===== src/rtl/muxarb.sv =====
// Round-robin arbiter sharing one registered DW-bit output channel between N requesters.
// Optional grant locking is compiled in with `define MUXARB_LOCK_EN (adds the req_lock port).
module muxarb #(
    parameter  int DW = 32,
    parameter  int N  = 4,
    localparam int IW = $clog2(N)
) (
`ifdef MUXARB_LOCK_EN
    input  logic [N-1:0]    req_lock,
`endif
    input  logic            clk,
    input  logic            nreset,
    input  logic [N-1:0]    req_valid,
    input  logic [N*DW-1:0] req_data,
    output logic [N-1:0]    req_ready,
    output logic            out_valid,
    output logic [DW-1:0]   out_data,
    output logic [IW-1:0]   out_id,
    input  logic            out_ready
);

    // Handshake: a beat moves when valid and ready are both high at a rising
    // clk edge. req_ready is offered combinationally to the single winner only,
    // whenever the output register is empty or is being drained this cycle.
    localparam logic [N-1:0] ONE = N'(1);

    logic [IW-1:0] ptr;
    logic [IW-1:0] win;
    logic [N-1:0]  elig;
    logic          found;
    logic          accept;
    logic          hs;

`ifdef MUXARB_LOCK_EN
    logic          lock_act;
    logic [IW-1:0] lock_id;

    always_comb begin
        elig = lock_act ? (req_valid & (ONE << lock_id)) : req_valid;
    end
`else
    always_comb begin
        elig = req_valid;
    end
`endif

    // Scan from ptr upwards with wraparound; N need not be a power of two.
    always_comb begin
        found = 1'b0;
        win   = '0;
        for (int k = 0; k < N; k++) begin
            if (!found && elig[(int'(ptr) + k) % N]) begin
                found = 1'b1;
                win   = IW'((int'(ptr) + k) % N);
            end
        end
    end

    assign accept    = ~out_valid | out_ready;
    assign hs        = accept & found;
    assign req_ready = hs ? (ONE << win) : '0;

    always_ff @(posedge clk or negedge nreset) begin
        if (!nreset) begin
            out_valid <= 1'b0;
            out_data  <= '0;
            out_id    <= '0;
            ptr       <= '0;
        end else if (hs) begin
            out_valid <= 1'b1;
            out_data  <= req_data[int'(win)*DW +: DW];
            out_id    <= win;
            ptr       <= (win == IW'(N - 1)) ? '0 : win + 1'b1;
        end else if (accept) begin
            out_valid <= 1'b0;
        end
    end

`ifdef MUXARB_LOCK_EN
    // While locked only lock_id is eligible, so win == lock_id on every locked beat.
    always_ff @(posedge clk or negedge nreset) begin
        if (!nreset) begin
            lock_act <= 1'b0;
            lock_id  <= '0;
        end else if (hs) begin
            lock_act <= req_lock[win];
            if (req_lock[win]) begin
                lock_id <= win;
            end
        end
    end
`endif

endmodule


===== config.mk =====
export PLATFORM = sky130hd
export DESIGN_NAME = muxarb
export DESIGN_NICKNAME = d
export VERILOG_FILES = /design/src/rtl/muxarb.sv
export SDC_FILE = /design/constraint.sdc
export NUM_CORES = 1
export LEC_CHECK = 0
export BUFFER_PORTS_ARGS = -buffer_cell sky130_fd_sc_hd__buf_4
export CORE_MARGIN = 1
export CORE_UTILIZATION = 38
export DETAILED_ROUTE_END_ITERATION = 8
export GPL_TIMING_DRIVEN = 0
export PLACE_DENSITY = 0.89
export SETUP_SLACK_MARGIN = 0.15
export SLEW_MARGIN = 0
export SYNTH_ARGS = -nofsm -noshare
export SYNTH_HDL_FRONTEND = slang
export SYNTH_SLANG_ARGS = --single-unit
export TNS_END_PERCENT = 100

===== constraint.sdc =====
create_clock -name clk -period 1.7 [get_ports clk]
set_input_delay 0.085 -clock clk [delete_from_list [all_inputs] [get_ports clk]]
set_output_delay 0.085 -clock clk [all_outputs]
set_load 0.02 [all_outputs]

==> metrics.md <==
| Metric | Value |
|---|---|
| Crit path time final | 1.99 ns |
| Class of the worst hold path | in -> reg |
| Reg2reg end | out_data[22] |
| Clock latency on the worst-skew pair | 0.30 ns |
| Buf/Inv on CP | 2 |
| Critical Path Sink Type | flip-flop |
| Crit Path Max Fanout | 6 |
| VDD IR max | 0.681 mV |
| Sw Share | 40.1% |
| Core Area | 0.00631 mm^2 |
| Syn Nets | 406 |
| Clock sinks | 37 |
| CP startpoint kind | flip-flop |
| DIE HEIGHT | 82.7 um |
| WHS Endpoint | out_data[24] |
| P_sw | 2360 uW |
| Mapped cell area | 0.00247 mm^2 |
| Final Cycle Share | 117% |
| Combinational share of power | 63.2% |
| R2r startpoint | ptr[1] |
| Clock transition at the registers of the reported paths | 0.08 ns |
| Final Max Slew Viols | 0 |
| Worst-margin pin slew | 0.740 ns |
| Tightest hold margin | 0.108 ns |
| Htree depth | 2 |
| Worst r2r path cells | 7 |
| Slew margin rel. | 50.2% |
| Initial antenna violation count | 0 |
| Post-DR vias/cell | 5.66 |
| Sequential share of the synthesized area | 37.4% |
| # IOs | 174 |
| WL final | 10100 um |
| Nets | 613 |
| Seq. cell area | 928 um^2 |
| TritonRoute pass-1 iters | 4 |
| ANT cells | 0 |
| R2R setup slack | -0.29 ns |
| Failing checks | setup timing |
| Hold Crit Start | req_data[56] |
| Post-route ant nets | 0 |
| Library cells used by synthesis | 31 |
| Slowest-stage cell, CP | dfrtp_2 |
| Number of DRC markers in iteration 0 | 126 |
| Outcome | complete, but fails checks |
| Crit-path cells | mux2i_4 -> o2bb2ai_4 -> nor2_4 -> buf_12 -> buf_8 -> mux2_4 -> a221o_1 |
| Row count | 29 |
| Internal cell power | 3530 uW |
| Post-synth EDFFs | 0 |
| Asr flop ratio synth | 100% |
| CP Data Arrival Time | 2.16 ns |
| Synth area leaders | dfrtp_1, a221o_1, nand3_1, o21ai_0, mux2_2 |
| Util after Layout | 72.4% |
| DRC viols | 0 |
| Layout area overhead | 84.8% |
| Power share of the clock group | 11.8% |
| #FFs+latches synth | 37 |
| CTS max path bufs | 2 |
| Unrepaired setup endpoints after global routing | yes |
| Setup WS pre-CTS | -0.439 ns |
| Final Worst Setup Slack | -0.294 ns |
| Die ar. | 0.00684 mm^2 |
| Inserted Clock Buffers | 5 |
| Hpwl dp | 7030 um |
| Final Hold Fails | 0 |
| Layout cells sized above 1 | 55.5% |
| Crit-path leading delay family | multiplexers |
| DR vias | 3147 |
| CP max stage delay | 0.46 ns |
| Hold Path Stages | 3 |
| Main flop type after synthesis | dfrtp_1 |
| Synth top cells by count | dfrtp_1, nand3_1, o21ai_0 |
| Area leader, netlist | dfrtp_1 |
| Number of global-route vias before repair | 3274 |
| Fmax | 0.501 GHz |
| Filler Cells Inserted | 488 |
| Count of final setup violators | 40 |
| Top-count cell post-synth | dfrtp_1 |
| Multi-input gate area | 0.00163 mm^2 |
| Die Wd | 82.7 um |
| Synth top area share | 37.4% |
| RePlAce Congestion | 0.782 |
| First-pass GRT wire length | 14900 um |
| CTS tree | done |
| Avg Synthesized Cell Area | 9.13 um^2 |
| CP startpoint | ptr[1] |
| Total power per unit cell area | 1290 mW/mm^2 |
| Critical Path RT | 1.87 ns |
| Total number of yosys warnings | 0 |
| CP Class | reg -> reg |
| Synth Instances | 271 |
| Root buf cell | clkbuf_8 |
| GRT Residual Overflow | 0 |
| Port bufs | 173 |
| WL/cell | 18.1 um |
| Starting Density | 39.2% |
| MaxCap Viol Count | 0 |
| Total global-route track usage | 29.2% |
| Pleak | 0.00222 uW |
| Largest net degree at the start of global routing | 38 |
| Sequential power share | 25.0% |
| Clk_skew | 0.0101 ns |
per-stage QoR:
stage	total power, uW	instances	setup TNS [ns]	cell area (um^2)
after floorplan	3200	271	-1.60	2550
after global placement	4300	521	-10.27	3950
after detailed placement	4400	521	-12.09	3950
after CTS	5780	552	-7.27	4500
after global routing	6230	556	-11.03	4570
final	5890	556	-8.74	4570
routing by layer:
layer	up-vias	part of all wire (%)	GRT usage, %
met5	-	0	0
met4	0	1.8	11.9
met3	21	7.2	6.15
met2	143	53	55.3
met1	1526	38	30.9
li1	1457	-	-
kinds of logic after synthesis:
| kind of cell | after synthesis | share of synthesized area (%) |
|---|---|---|
| AOI/OAI and AO/OA | 108 | 30.3 |
| and+or+nand+nor | 65 | 12.5 |
| muxes | 33 | 14.3 |
| xor gates and xnor gates | 1 | 0.354 |
| DFF | 37 | 37.4 |
| buffers and inverters | 27 | 5.06 |
layout make-up:
class | count | area share (%)
clock buffers | 7 | 2.11
clock inverters | 1 | 0.109
flip-flops and latches | 37 | 20.3
well taps | 77 | 2.11
repair buffers | 200 | 34.9
plain buffers | 27 | 4.79
multi-input cells | 207 | 35.6
repair_timing:
| item | in CTS | in global routing |
|---|---|---|
| hold endpoints to repair | 37 | 0 |
| gates cloned | 3 | 0 |
| pin swaps | 22 | 13 |
| gates resized for setup | 65 | 12 |
| setup buffers | 19 | 4 |
| setup endpoints to repair | 40 | 40 |
| hold buffers | 1 | 0 |
worst min-delay path, cell delays in order:
cell      delay, ns
buf_4          0.07
mux2i_1        0.06
o211ai_1       0.15
sequential cells by signal (all words and copies together) (netlist names):
signal and cells:
out_id 2, ptr 2, out_data 32, out_valid 1
worst max-delay path by stage:
| stage | end | slack (ns) | depth (start not counted) |
|---|---|---|---|
| 2_1_floorplan | out_data[0] | -0.10 | 6 |
| 4_1_cts | req_ready[2] | -0.26 | 7 |
| 5_1_grt | out_data[31] | -0.33 | 7 |
| 3_5_place_dp | out_data[25] | -0.44 | 6 |
| 3_3_place_gp | out_data[7] | -0.40 | 6 |
| 6_report | out_data[22] | -0.29 | 7 |
power groups by stage:
stage | Clock [uW] | Sequential (uW) | Combinational [uW]
floorplan | 0 | 1830 | 1370
global placement | 0 | 1430 | 2860
detailed placement | 0 | 1460 | 2940
CTS | 706 | 1460 | 3610
global route | 746 | 1510 | 3970
finish | 696 | 1470 | 3730
placed cells by master (no fill, tap or decap), types with 5 or more instances in the layout:
cell type,count
a21oi_1,19
a211o_1,13
a221o_1,19
mux2i_1,13
o211ai_1,13
clkbuf_1,8
buf_8,6
nor2_4,5
dfrtp_1,35
mux2_4,19
o21ai_0,32
clkbuf_8,11
nand2_1,17
nand3_1,33
buf_4,186
buf_6,11
clkbuf_2,6
(Power assumes the default switching activity.)
